<file path="src/rtl/uart_tx_fifo.sv">
// 8N1 UART transmitter fed by a small circular TX FIFO, with a sticky overflow
// flag and a TX-empty interrupt for the 6809 host.
module uart_tx_fifo #(
  parameter int CLOCK_DIVISOR = 4618,
  parameter int FIFO_DEPTH    = 4
) (
  input  logic       clk,
  input  logic       reset,
  input  logic       i_wr_en,
  input  logic [7:0] i_wr_data,
  input  logic       i_irq_en,
  input  logic       i_irq_ack,
  input  logic       i_ovf_clr,
  output logic       o_UART_RX,
  output logic [7:0] o_uart_status,
  output logic [4:0] o_count,
  output logic       o_IRQ
);
  localparam int          PW       = $clog2(FIFO_DEPTH);
  localparam logic [12:0] LastTick = 13'(CLOCK_DIVISOR - 1);
  localparam logic [4:0]  DepthC   = 5'(FIFO_DEPTH);

  typedef enum logic [1:0] {IDLE, START, DATA, STOP} state_e;

  state_e        state_q, state_d;
  logic [12:0]   bitTimer_q, bitTimer_d;
  logic [2:0]    bitIdx_q, bitIdx_d;
  logic [7:0]    shift_q, shift_d;
  logic          txLine_q, txLine_d;
  logic [7:0]    mem_q [FIFO_DEPTH];
  logic [PW-1:0] wrPtr_q, wrPtr_d, rdPtr_q, rdPtr_d;
  logic [4:0]    count_q, count_d;
  logic          overflow_q, overflow_d;
  logic          irqPending_q, irqPending_d;
  logic          irqN_q;

  logic tick, fifoEmpty, fifoFull, pop, push, irqSet;

  assign tick      = (bitTimer_q == LastTick);
  assign fifoEmpty = (count_q == 5'd0);
  assign fifoFull  = (count_q == DepthC);
  // The FSM pops either from IDLE or at stop-bit expiry, so a full FIFO can
  // still accept a write on that exact cycle.
  assign pop       = !fifoEmpty && ((state_q == IDLE) || ((state_q == STOP) && tick));
  assign push      = i_wr_en && (!fifoFull || pop);
  assign irqSet    = (state_q == STOP) && tick && fifoEmpty && i_irq_en;

  always_comb begin
    state_d    = state_q;
    bitTimer_d = bitTimer_q + 13'd1;
    bitIdx_d   = bitIdx_q;
    shift_d    = shift_q;
    txLine_d   = txLine_q;
    case (state_q)
      IDLE: begin
        bitTimer_d = '0;
        if (pop) begin
          state_d  = START;
          shift_d  = mem_q[rdPtr_q];
          txLine_d = 1'b0;
        end
      end
      START: begin
        if (tick) begin
          state_d    = DATA;
          bitTimer_d = '0;
          bitIdx_d   = 3'd0;
          txLine_d   = shift_q[0];
        end
      end
      DATA: begin
        if (tick) begin
          bitTimer_d = '0;
          if (bitIdx_q == 3'd7) begin
            state_d  = STOP;
            txLine_d = 1'b1;
          end else begin
            bitIdx_d = bitIdx_q + 3'd1;
            txLine_d = shift_q[bitIdx_q + 3'd1];
          end
        end
      end
      STOP: begin
        if (tick) begin
          bitTimer_d = '0;
          if (pop) begin
            state_d  = START;
            shift_d  = mem_q[rdPtr_q];
            txLine_d = 1'b0;
          end else begin
            state_d  = IDLE;
          end
        end
      end
      default: state_d = IDLE;
    endcase
  end

  always_comb begin
    wrPtr_d = push ? wrPtr_q + PW'(1) : wrPtr_q;
    rdPtr_d = pop  ? rdPtr_q + PW'(1) : rdPtr_q;
    count_d = count_q;
    case ({push, pop})
      2'b10:   count_d = count_q + 5'd1;
      2'b01:   count_d = count_q - 5'd1;
      default: count_d = count_q;
    endcase
    overflow_d   = (i_wr_en && fifoFull && !pop) || (overflow_q && !i_ovf_clr);
    irqPending_d = irqSet || (irqPending_q && !i_irq_ack && !push);
  end

  always_ff @(posedge clk) begin
    if (reset) begin
      state_q      <= IDLE;
      bitTimer_q   <= '0;
      bitIdx_q     <= '0;
      shift_q      <= '0;
      txLine_q     <= 1'b1;
      wrPtr_q      <= '0;
      rdPtr_q      <= '0;
      count_q      <= '0;
      overflow_q   <= 1'b0;
      irqPending_q <= 1'b0;
      irqN_q       <= 1'b1;
    end else begin
      state_q      <= state_d;
      bitTimer_q   <= bitTimer_d;
      bitIdx_q     <= bitIdx_d;
      shift_q      <= shift_d;
      txLine_q     <= txLine_d;
      wrPtr_q      <= wrPtr_d;
      rdPtr_q      <= rdPtr_d;
      count_q      <= count_d;
      overflow_q   <= overflow_d;
      irqPending_q <= irqPending_d;
      irqN_q       <= ~irqPending_d;
    end
  end

  always_ff @(posedge clk) begin
    if (push) mem_q[wrPtr_q] <= i_wr_data;
  end

  assign o_UART_RX     = txLine_q;
  assign o_count       = count_q;
  assign o_IRQ         = irqN_q;
  assign o_uart_status = {3'b000, irqPending_q, overflow_q, (state_q != IDLE), fifoFull, fifoEmpty};

endmodule

</file>
<file path="config.mk">
export PLATFORM = sky130hd
export DESIGN_NAME = uart_tx_fifo
export DESIGN_NICKNAME = d
export VERILOG_FILES = /design/src/rtl/uart_tx_fifo.sv
export SDC_FILE = /design/constraint.sdc
export NUM_CORES = 1
export LEC_CHECK = 0
export BUFFER_PORTS_ARGS = -buffer_cell sky130_fd_sc_hd__buf_4
export CAP_MARGIN = 20
export CORE_MARGIN = 1.5
export CORE_UTILIZATION = 60
export CTS_CLUSTER_SIZE = 14
export DETAILED_ROUTE_END_ITERATION = 8
export HOLD_SLACK_MARGIN = 0.05
export PLACE_DENSITY = 0.88
export SETUP_SLACK_MARGIN = 0.15
export SLEW_MARGIN = 20
export SYNTH_ARGS = -nofsm -noshare
export SYNTH_HDL_FRONTEND = slang
export SYNTH_SLANG_ARGS = --single-unit
</file>
<file path="constraint.sdc">
create_clock -name clk -period 3.9 [get_ports clk]
set_input_delay 0.585 -clock clk [delete_from_list [all_inputs] [get_ports clk]]
set_output_delay 0.585 -clock clk [all_outputs]
set_load 0.01 [all_outputs]
</file>
==> results of run 1 <==
-- cell type report --
cell class / count / area [um2]
Fill cell: 352 / 1670
Sequential cell: 73 / 1780
Multi-Input combinational cell: 175 / 1540
Timing Repair Buffer: 25 / 188
Clock buffer: 9 / 124
Inverter: 15 / 56.3
Tap cell: 72 / 90.1
Clock inverter: 7 / 82.6
-- stage by stage --
| step | instance area (um2) | power [W] | utilization |
|---|---|---|---|
| after floorplan | 3460 | 0.00181 | - |
| after global placement | 3660 | 0.00198 | 0.661 |
| after detailed placement | 3660 | 0.00202 | 0.661 |
| after CTS | 3870 | 0.00264 | 0.698 |
| after global routing | 3870 | 0.00278 | 0.698 |
| final | 3870 | 0.00263 | 0.698 |
-- worst paths after layout --
| path | slack, ns | endpoint |
|---|---|---|
| worst min-delay path | 0.42 | mem_q[0][7] |
| worst max-delay path | 1.03 | o_count[4] |
| worst min register to register | 0.50 | shift_q[4] |
| worst max register to register | 1.03 | o_count[4] |
-- state kept, by name, summed over array words and instances (netlist names), 2 cells and up, named ones only --
| name | count |
|---|---|
| mem_q | 32 |
| wrPtr_q | 2 |
| o_count | 5 |
| rdPtr_q | 2 |
| shift_q | 8 |
| bitIdx_q | 3 |
| state_q | 2 |
| bitTimer_q | 13 |
-- synth_stat cells (all sizes together) (5+ instances only) --
| master | number |
|---|---|
| a21o | 5 |
| a21oi | 9 |
| and2 | 5 |
| and3 | 6 |
| buf | 10 |
| dfxtp | 41 |
| edfxtp | 32 |
| ha | 16 |
| inv | 15 |
| mux2i | 12 |
| mux4 | 10 |
| nand3 | 6 |
| nor2 | 34 |
| nor3 | 7 |
| o21ai | 5 |
| xnor2 | 8 |
| xor2 | 8 |
-- where the power goes --
group / internal, W / switching [W] / total (W)
clock network: 0.000307 / 0.000311 / 0.000617
logic: 0.000461 / 0.000509 / 0.000970
registers: 0.000923 / 0.000120 / 0.00104
total: 0.00169 / 0.000939 / 0.00263
-- metal layers --
metal | GRT usage | vias to the layer above
met4 | 0.102 | 0
met1 | 0.273 | 1049
li1 | - | 1045
met3 | 0.0667 | 13
met5 | 0 | -
met2 | 0.328 | 51
-- cell families after synthesis --
group	count (synthesis)	synth area share
multiplexers	24	0.108
buffers and inverters	28	0.0384
adder cells (fa/ha/maj)	17	0.0638
other	1	0.00109
flip-flops	73	0.516
XOR/XNOR	16	0.0406
AO/OA/AOI/OAI	34	0.0827
AND/OR/NAND/NOR	81	0.149
==> results.yml, run 1 <==
clock_tree:
  cts_hold_buf: 0
  cts-htree-levels: 3
  cts_sinks: 73
  cts_buffer_depth: 2
  cts-root-buf: "clkbuf_8"
  cts_resized: 0
  clk_pin_slew_worst_paths_ns: 0.09
  cts_setup_buffers: 0
  cts_buffers: 9
  clk_latency_ns: 0.35
  cts_tree: "done"
critical_path:
  critPathKind: "register to register"
  crit_top_cell: "ha_1"
  crit_cells: 9
  r2r_start: "bitTimer_q[0]"
  worstPathMaxFanout: 6
  crit_start: "bitTimer_q[0]"
  cpPeakStageDelay_ns: 0.43
  crit_required_ns: 4.14
  path_buf_inv: 0
  worstRegToRegCells: 9
  cp_slowest_cell: "dfxtp_1"
  path_cells: "ha_1 -> nor4b_4 -> a41oi_4 -> nor3_4 -> ha_1 -> a21o_1 -> a21oi_1 -> mux2i_1 -> mux2_1"
  start_kind: "register"
  crit_family: "simple AND/OR/NAND/NOR gates"
  cp.arrival_ns: 3.11
  cp-end-kind: "register"
timing:
  slew_headroom: 0.626
  period_needed_ns: 2.87
  setup_tns_ns: 0
  hold_violations: 0
  fmax_ghz: 0.349
  tightest_slew_ns: 0.560
  maxSlewViolCount: 0
  fin_ws_ns: 1.03
  rsz0062_at_grt: "no"
  skew_ns: 0.00885
  fin_crit_sh: 0.736
  hold_ws_ns: 0.424
  setup_viol: 0
finish:
  antennaDiodeCount: 0
  layout_commonest_cell: "dfxtp_1"
  finalNetCount: 330
  layoutNonFillerInstCount: 376
  layout_common_cells: "dfxtp_1, nor2_1, edfxtp_1, buf_4, ha_1"
  final_layout_size_suffix_gt1_frac: 0.217
  syn2layout_area_growth_pct: 12.0
placed_design:
  preCtsSetupSlack_ns: 1.04
  gp_congestion: 0.840
  hpwl_um: 4150
  dpl.cell_count: 360
  io_buffers: 25
die:
  dieArea_um2: 6210
  die_w_um: 78.8
  start_util: 0.623
  die_y_um: 78.8
  core-area_um2: 5540
  core.rowCount: 27
  ios: 29
synthesis:
  ys_seq_area_frac: 0.516
  synth-seq-cells: 73
  synth_cell_types: 53
  ys_top_cells_by_area: "edfxtp_1, dfxtp_1, mux4_2"
  netlist_area_um2: 3450
  synth_top_cell_area_share: 0.278
  async_reset_ff_frac: 0
  syn_inst: 274
  synth_top_area_cell: "edfxtp_1"
  ys.flop_type: "dfxtp_1"
  ys_warn_count: 0
  synth_edf_count: 32
  postSynthAreaPerCell_um2: 12.6
grt:
  grt_pass1_vias: 2057
  grt_util_all_layers: 0.212
  grt_first_pass_wirelength_um: 9890
  antenna_found_initial: 0
  grt_overflow: 0
  grt_max_degree: 30
detailed_routing:
  dr.pass1.iters: 4
  vias: 2158
  wl_met2_um: 3000
  drtAntennaViolNets: 0
  viasPerCell: 5.74
  wire_per_inst_um: 16.2
  drc: 0
  wirelength_um: 6100
  dr_wl_met3_um: 266
  initialDrtViolationCount: 122
  met1_length_um: 2710
  highest_layer: "met4"
pwr:
  leakage_nw: 1.52
  powerDensity_nw_per_um2: 680
  ir_drop_uv: 493
job:
  maxCapViolCount: 0
min_path:
  hold_depth: 1
  hp-start: "i_wr_data[7]"
  holdCritPathClass: "input port to register"
run_status:
  status: "finished, final reports clean"
No activity file was read; power rests on OpenSTA's default activity.
==> inputs of run 2 (changes only) <==
--- a/config.mk
+++ b/config.mk
@@ -8,11 +8,11 @@
 export BUFFER_PORTS_ARGS = -buffer_cell sky130_fd_sc_hd__buf_4
 export CAP_MARGIN = 20
 export CORE_MARGIN = 1.5
-export CORE_UTILIZATION = 60
+export CORE_UTILIZATION = 53
 export CTS_CLUSTER_SIZE = 14
 export DETAILED_ROUTE_END_ITERATION = 8
 export HOLD_SLACK_MARGIN = 0.05
-export PLACE_DENSITY = 0.88
+export PLACE_DENSITY = 0.83
 export SETUP_SLACK_MARGIN = 0.15
 export SLEW_MARGIN = 20
 export SYNTH_ARGS = -nofsm -noshare
==> constraint.sdc (replaced) <==
create_clock -name clk -period 2.6 [get_ports clk]
set_input_delay 0.39 -clock clk [delete_from_list [all_inputs] [get_ports clk]]
set_output_delay 0.39 -clock clk [all_outputs]
set_load 0.01 [all_outputs]
==> results.yml, run 2 (synthesis gave the netlist of run 1 again) <==
placed_design:
  gp_congestion: 0.819
  hpwl_um: 4270
  io_buffers: 25
  preCtsSetupSlack_ns: 0.0944
timing:
  period_needed_ns: 2.56
  fin_crit_sh: 0.984
  slew_headroom: 0.651
  tightest_slew_ns: 0.523
  setup_viol: 0
  setup_tns_ns: 0
  fin_ws_ns: 0.0416
  rsz0062_at_grt: "yes"
  hold_violations: 0
  skew_ns: 0.00837
  maxSlewViolCount: 0
  fmax_ghz: 0.391
critical_path:
  cp-end-kind: "register"
  worstRegToRegCells: 12
  start_kind: "register"
  cp.arrival_ns: 2.80
  critPathKind: "register to register"
  crit_required_ns: 2.84
  worstPathMaxFanout: 4
detailed_routing:
  wire_per_inst_um: 16.2
  dr.pass1.iters: 5
  drtAntennaViolNets: 0
  viasPerCell: 5.61
  wirelength_um: 6430
  initialDrtViolationCount: 137
  drc: 0
  vias: 2229
clock_tree:
  cts_buffers: 9
  cts_sinks: 73
  cts_tree: "done"
  clk_latency_ns: 0.35
  cts_buffer_depth: 2
  cts-htree-levels: 3
  clk_pin_slew_worst_paths_ns: 0.08
  cts-root-buf: "clkbuf_8"
job:
  maxCapViolCount: 0
finish:
  largest_reg_flops: 32
  layout_common_cells: "dfxtp_1, buf_4, nor2_1, edfxtp_1, inv_1"
  top_register: "mem_q"
  fillCellCount: 477
  finalNetCount: 346
  final-seq-area_um2: 1780
  antennaDiodeCount: 0
  syn2layout_area_growth_pct: 17.8
  multi_input_area_um2: 1600
  reg_top3: "mem_q: 32 flops, bitTimer_q: 13 flops, shift_q: 8 flops"
  final_layout_size_suffix_gt1_frac: 0.288
min_path:
  holdCritPathClass: "input port to register"
  hold_depth: 1
grt:
  grt_first_pass_wirelength_um: 10100
  grt_max_degree: 30
  grt_pass1_vias: 2153
  antenna_found_initial: 0
  grt_util_all_layers: 0.187
  grt_overflow: 0
pwr:
  powerDensity_nw_per_um2: 1040
  finalPower_w: 0.00422
  ir_drop_uv: 709
  leakage_nw: 1.60
die:
  die_w_um: 83.7
  die_y_um: 83.7
  dieArea_um2: 7000
  core.rowCount: 29
  start_util: 0.547
  ios: 29
  core-area_um2: 6310
run_status:
  status: "finished, final reports clean"
run 2: cell count changes in the layout (fill, tap and decap cells not counted), moves of 2 or more:
cell	delta
buf_4	+14
ha_1	-4
ha_4	+4
a21oi_1	-2
a21oi_2	+2
buf_6	+2
dfxtp_1	-2
dfxtp_2	+2
run 2: final cells by class:
type                    instances  share of cell area
clock buffers                   9              0.0305
clock inverters                 7              0.0206
inverters                      15              0.0139
multi-input cells             175               0.395
flip-flops and latches         73               0.439
well taps                      77              0.0237
repair buffers                 41              0.0776
run 2: timing repair:
| item | in CTS | in global routing |
|---|---|---|
| endpoints found under the setup margin | 1 | 2 |
| hold buffers | 0 | 0 |
| pin swaps | 0 | 7 |
| resized for setup | 0 | 13 |
| buffers inserted | 1 | 5 |
run 2: final timing paths:
| check | from | slack, ns | to |
|---|---|---|---|
| min | i_wr_data[7] | 0.23 | mem_q[2][7] |
| max reg2reg | bitTimer_q[1] | 0.04 | o_count[4] |
| max | bitTimer_q[1] | 0.04 | o_count[4] |
| min reg2reg | bitIdx_q[2] | 0.49 | bitIdx_q[2] |
run 2: metal layers:
metal | wire length [um] | vias to the layer above | GRT usage
li1 | - | 1073 | -
met5 | 0 | - | 0
met2 | 3230 | 51 | 0.302
met4 | 134 | 0 | 0.0924
met1 | 2830 | 1092 | 0.240
met3 | 235 | 13 | 0.0396
run 2: critical path, stage by stage (launching register included):
cell and delay (ns):
dfxtp_2 0.34, inv_2 0.07, ha_4 0.11, nor4b_4 0.26, a41oi_4 0.17, nor3_4 0.26, inv_1 0.09, fa_2 0.36
inv_1 0.07, a21o_1 0.12, a21oi_2 0.06, mux2i_1 0.18, mux2_1 0.35
run 2: where the power goes:
| group | switching, W | total, W | internal (W) |
|---|---|---|---|
| clock network | 0.000461 | 0.000922 | 0.000461 |
| registers | 0.000161 | 0.00155 | 0.00139 |
| logic | 0.000888 | 0.00175 | 0.000865 |
| total | 0.00151 | 0.00422 | 0.00271 |
run 2: metrics by stage:
stage | cell area (um2) | instances | hold slack, ns | util
after floorplan | 3460 | 276 | 0.446 | -
after global placement | 3740 | 375 | 0.466 | 0.593
after detailed placement | 3740 | 375 | 0.471 | 0.593
after CTS | 3960 | 392 | 0.221 | 0.627
after global routing | 4060 | 397 | 0.217 | 0.644
final | 4060 | 397 | 0.233 | 0.644
